## src/rtl/if_fetch.sv

```systemverilog
// if_fetch -- instruction fetch unit feeding the decode stage.
//
// Issues sequential word fetches to instruction memory over a request /
// acknowledge handshake, buffers returned words with their addresses in a
// small prefetch FIFO, and presents one {pc, inst} pair per cycle to decode.
// Decode stall freezes the outputs while fetching continues until the FIFO
// is full. A flush discards everything buffered or in flight and restarts
// fetching at the redirect target.
//
// Ports:
//   i_clk         clock, all state on rising edge
//   i_rst         synchronous active-high reset
//   i_stall       decode cannot accept; hold o_pc/o_inst/o_inst_valid
//   i_flush       redirect: drop buffered and in-flight fetches
//   i_new_pc      redirect target (bits [1:0] forced to zero)
//   o_rom_ce      fetch request valid
//   o_rom_addr    fetch address
//   i_rom_ack     i_rom_data is valid for this cycle's o_rom_addr
//   i_rom_data    instruction word from memory
//   o_pc          address of o_inst
//   o_inst        instruction to decode (0 = nop when no valid word)
//   o_inst_valid  o_inst holds a fetched instruction

module if_fetch #(
  parameter int          DEPTH    = 4,
  parameter logic [31:0] RESET_PC = 32'h0000_0000
) (
  input  logic        i_clk,
  input  logic        i_rst,
  input  logic        i_stall,
  input  logic        i_flush,
  input  logic [31:0] i_new_pc,
  output logic        o_rom_ce,
  output logic [31:0] o_rom_addr,
  input  logic        i_rom_ack,
  input  logic [31:0] i_rom_data,
  output logic [31:0] o_pc,
  output logic [31:0] o_inst,
  output logic        o_inst_valid
);

  localparam int AW = (DEPTH > 1) ? $clog2(DEPTH) : 1;

  logic [31:0]   r_fpc;
  logic [31:0]   r_fifo_pc   [DEPTH];
  logic [31:0]   r_fifo_inst [DEPTH];
  logic [AW-1:0] r_head;
  logic [AW-1:0] r_tail;
  logic [AW:0]   r_count;

  logic w_full;
  logic w_push;
  logic w_pop;

  assign w_full = (r_count == (AW+1)'(DEPTH));

  // A full FIFO never requests, even when a pop frees a slot this cycle;
  // keeps the request path free of any dependence on i_stall.
  assign o_rom_ce   = ~i_rst & ~i_flush & ~w_full;
  assign o_rom_addr = r_fpc;

  assign w_push = o_rom_ce & i_rom_ack;
  assign w_pop  = ~i_stall & (r_count != '0);

  always_ff @(posedge i_clk) begin
    if (i_rst) begin
      r_fpc        <= RESET_PC;
      r_head       <= '0;
      r_tail       <= '0;
      r_count      <= '0;
      o_pc         <= 32'h0;
      o_inst       <= 32'h0;
      o_inst_valid <= 1'b0;
    end else if (i_flush) begin
      // o_pc deliberately holds; only the valid/inst pair is cleared.
      r_fpc        <= i_new_pc & 32'hFFFF_FFFC;
      r_head       <= '0;
      r_tail       <= '0;
      r_count      <= '0;
      o_inst       <= 32'h0;
      o_inst_valid <= 1'b0;
    end else begin
      if (w_push) begin
        r_fifo_pc[r_tail]   <= r_fpc;
        r_fifo_inst[r_tail] <= i_rom_data;
        r_tail              <= r_tail + 1'b1;
        r_fpc               <= r_fpc + 32'd4;
      end

      if (!i_stall) begin
        if (w_pop) begin
          o_pc         <= r_fifo_pc[r_head];
          o_inst       <= r_fifo_inst[r_head];
          o_inst_valid <= 1'b1;
          r_head       <= r_head + 1'b1;
        end else begin
          o_inst       <= 32'h0;
          o_inst_valid <= 1'b0;
        end
      end

      case ({w_push, w_pop})
        2'b10:   r_count <= r_count + 1'b1;
        2'b01:   r_count <= r_count - 1'b1;
        default: r_count <= r_count;
      endcase
    end
  end

endmodule

```

## config.mk

```make
export PLATFORM = sky130hd
export DESIGN_NAME = if_fetch
export DESIGN_NICKNAME = d
export VERILOG_FILES = /design/src/rtl/if_fetch.sv
export SDC_FILE = /design/constraint.sdc
export NUM_CORES = 1
export LEC_CHECK = 0
export BUFFER_PORTS_ARGS = -buffer_cell sky130_fd_sc_hd__clkbuf_2
export CAP_MARGIN = 10
export CORE_MARGIN = 5
export CORE_UTILIZATION = 30
export CTS_CLUSTER_DIAMETER = 150
export DETAILED_ROUTE_END_ITERATION = 12
export GPL_TIMING_DRIVEN = 0
export PLACE_DENSITY = 0.47
export SYNTH_ARGS = -nofsm -noshare
export SYNTH_HDL_FRONTEND = slang
export SYNTH_SLANG_ARGS = --single-unit
```

## constraint.sdc

```tcl
create_clock -name i_clk -period 3.1 [get_ports i_clk]
set_input_delay 0.155 -clock i_clk [delete_from_list [all_inputs] [get_ports i_clk]]
set_output_delay 0.155 -clock i_clk [all_outputs]
set_load 0.02 [all_outputs]
```

==> summary.md <==
| Metric | Value |
|---|---|
| Final Setup Violations | `0` |
| CTS Buffer Depth | `3` |
| Hold Crit Start | `i_new_pc[30]` |
| Tightest Pin Transition | `0.989 ns` |
| WP data required | `3.59 ns` |
| Setup TNS Final | `0 ns` |
| Register-to-Register Setup Slack | `0.26 ns` |
| Post-Synthesis Cells | `835` |
| Most frequent cells in the layout | `edfxtp_1 (248), clkbuf_2 (159), dfxtp_1 (102), nand2_1 (87)` |
| Vias per cell | `4.61` |
| H-tree depth | `2` |
| Comb pwr share | `0.043` |
| Layout cells sized above 1 | `0.289` |
| Hold Crit Depth | `4` |
| Reg area | `9490 sq um` |
| Initial core utilization | `0.301` |
| Final WS setup | `0.261 ns` |
| CP max stage cell | `or3b_2` |
| Commonest non-fill, non-tap cell in the layout | `edfxtp_1` |
| Total core area | `44000 sq um` |
| Drt pass-1 iters | `5` |
| FMAX | `352 MHz` |
| LEAKAGE | `5.68 nW` |
| Mux contribution to synthesized area | `0.105` |
| RSZ-0062 raised after global routing | `false` |
| Maxcap violations | `0` |
| Worst Path Buf+Inv | `3` |
| Worst skew pair latency | `0.55 ns` |
| DR iter-0 viols | `359` |
| Crit path from | `r_count[2]` |
| Seq/Total Area, Yosys | `0.715` |
| Crit path cell chain | `or3b_2, clkbuf_1, nand2_2, nor2_2, inv_1, ha_1, inv_1, fa_1, xor2_1, or3_1, a21oi_1` |
| First-pass GRT wire length | `52.5 mm` |
| Internal Pwr Total | `8.14 mW` |
| Synth Flop Type | `edfxtp_1` |
| Sw Ratio | `0.214` |
| Peak VDD IR | `0.000401 V` |
| Ys Warns | `0` |
| Antenna violations before repair | `0` |
| Total power | `10.4 mW` |
| Finished Layout Cells | `1726` |
| CP startpoint kind | `flop` |
| Clock share of power | `0.459` |
| Synth async-reset ratio | `0` |
| Layout area overhead | `27.2%` |
| Tmin final | `2.84 ns` |
| Row count | `77` |
| Final ANT Viol Nets | `0` |
| Status | `completed` |
| Critical path type | `flop to flop` |
| Complex-gate fraction of the synthesized area | `0.0509` |
| All-Layer GR Usage | `0.144` |
| Top cells by area, synth | `edfxtp_1 (56%), dfxtp_1 (15%), mux4_2 (11%)` |
| WHS | `0.0564 ns` |
| R2R depth | `11` |
| Slew headroom | `0.335` |
| Final Hold Viols | `0` |
| Pin count of the biggest net entering global routing | `46` |
| Adder-cell area share of the yosys netlist | `0.00716` |
| Arr. time, crit path | `3.33 ns` |
| Cts bufs inserted | `40` |
| XOR/XNOR Fraction of Synth Area | `0.0198` |
| Routability cong. | `0.742` |
| Final period util | `0.916` |
| DIE WIDTH | `220 um` |
| Die Y | `220 um` |
| Vias in the first global route | `8248` |
| Die area | `48500 sq um` |
| Max incr delay on CP | `0.45 ns` |
| Final Util | `0.383` |
| TritonCTS Sinks | `350` |
| Syn avg cell area | `15.9 sq um` |
| Post-route DRC | `0` |
| CP endpoint kind | `flop` |
| Proportion of netlist area held by the largest area contributor | `0.561` |
| Clock skew | `0.0180 ns` |
| Power per cell area | `614 nW/um^2` |
| Fin area | `16900 sq um` |
| Slew Limit Fails | `0` |
| Wire per inst | `20.3 um` |
| EDFF count, synth | `248` |
| Via count | `7964` |
| Post-DP Area | `14900 sq um` |
| Multi-input gate area | `3490 sq um` |
| Placed instance count | `1592` |
| Place WS | `-0.397 ns` |
| Netlist cell types | `52` |
| CTS tree | `built` |
| Global route total overflow | `0` |
| Diodes inserted | `0` |
| R2R Path Start | `r_count[2]` |
| Sequential Power Share | `0.498` |
| Clk pin slew, worst setup/hold paths | `0.07 ns` |
| Root buf cell | `clkbuf_16` |
| HP Class | `input pin to flop` |
| Crit-path max FO | `8` |
| Net Sw Power | `2.21 mW` |
| Yosys reg bits | `350` |
| I/O pins | `167` |
| CP delay by family, top | `simple AND/OR/NAND/NOR gates` |
| Worst Hold Endpoint | `o_rom_addr[30]` |
| Final wirelength | `35.0 mm` |
| Largest family of logic cells by synthesized area | `multiplexers` |
| Port Buffer Count | `158` |
| Synth Area in Simple Gates | `0.0781` |
| FILL cells | `4220` |
| Synth area leader | `edfxtp_1` |
| Most used cell, CP | `inv_1` |
| Final Net Count | `1180` |
| Post-synthesis instance area | `13300 sq um` |
| Half-perimeter wire length after placement | `22.6 mm` |
| Critical R2R Capture | `r_count[2]` |
-- area by class of cell --
class	count	share of cell area
multi-input cells	424	0.207
well taps	592	0.0439
clock inverters	18	0.0115
plain buffers	54	0.0165
repair buffers	224	0.0901
flip-flops and latches	350	0.562
inverters	10	0.00222
clock buffers	54	0.0666
-- Yosys cell counts (2+ instances only) --
cell type	instances
buf_1	2
mux4_2	62
nor3_1	9
buf_2	8
a311oi_1	2
nor2_1	60
and2_1	8
a211oi_2	2
or3_1	2
or4_1	2
inv_1	10
nand4_1	11
o21ai_0	3
or2_2	3
and4_1	4
a21oi_1	42
xor2_1	8
nor3_2	4
ha_1	6
and3_1	2
clkbuf_1	34
clkbuf_8	2
dfxtp_1	102
edfxtp_1	248
a22oi_1	32
nor4_1	2
a211oi_1	14
nand3_1	11
and3_2	3
xnor2_1	22
buf_4	5
a31oi_1	3
nand2_1	87
o22ai_1	2
-- routing by layer --
layer | track usage | up-vias | part of all wire
met5 | 0 | - | 0
met4 | 0.0510 | 0 | 0.029
met3 | 0.0330 | 58 | 0.062
met2 | 0.242 | 219 | 0.49
met1 | 0.185 | 3975 | 0.42
li1 | - | 3712 | -
-- tightest hold or removal path, delay by kind of cell --
kind | cells | cell delay (ns)
compound gates | 2 | 0.17
simple gates | 1 | 0.13
buf+inv | 1 | 0.10
-- sequential cells by signal, summed over array words and instances, names as in the netlist, named ones only --
register	flops
r_fifo_inst	128
r_fifo_pc	120
o_inst	32
o_pc	30
o_rom_addr	30
r_count	3
r_head	2
r_tail	2
o_inst_valid	1
-- power groups by stage --
stage | Combinational [mW] | Clock, mW | Sequential [mW]
after global placement | 0.381 | 0 | 5.26
after global routing | 0.487 | 5.11 | 5.17
after CTS | 0.453 | 4.90 | 5.16
after detailed placement | 0.388 | 0 | 5.26
after floorplan | 0.173 | 0 | 5.27
final | 0.444 | 4.75 | 5.16
-- how the worst max path moves through the flow --
stage                                   end  slack (ns)  cells past startpoint
after global placement    r_fifo_inst[0][0]       -1.65                      5
after floorplan           r_fifo_inst[0][0]        0.22                      5
after global routing             r_count[2]        0.09                      9
after detailed placement         r_count[2]       -0.40                      9
after CTS                        r_count[2]        0.24                     11
final                            r_count[2]        0.26                     11
-- logic make-up (layout without fill, tap and decap cells) --
family | Yosys count | count (layout)
XOR/XNOR | 30 | 30
other | 1 | 4
adder cells (fa/ha/maj) | 7 | 7
multiplexers | 62 | 62
AND/OR/NAND/NOR | 217 | 217
flip-flops | 350 | 350
AO/OA/AOI/OAI | 104 | 104
buffers and inverters | 64 | 360
-- timing repair --
action                                  4_1_cts  5_1_grt
endpoints found under the setup margin        2        0
endpoints found under the hold margin       157        0
hold buffers                                 62        0
setup buffers                                 0        0
resized for setup                             2        0
Power figures use the tool's default switching activity.
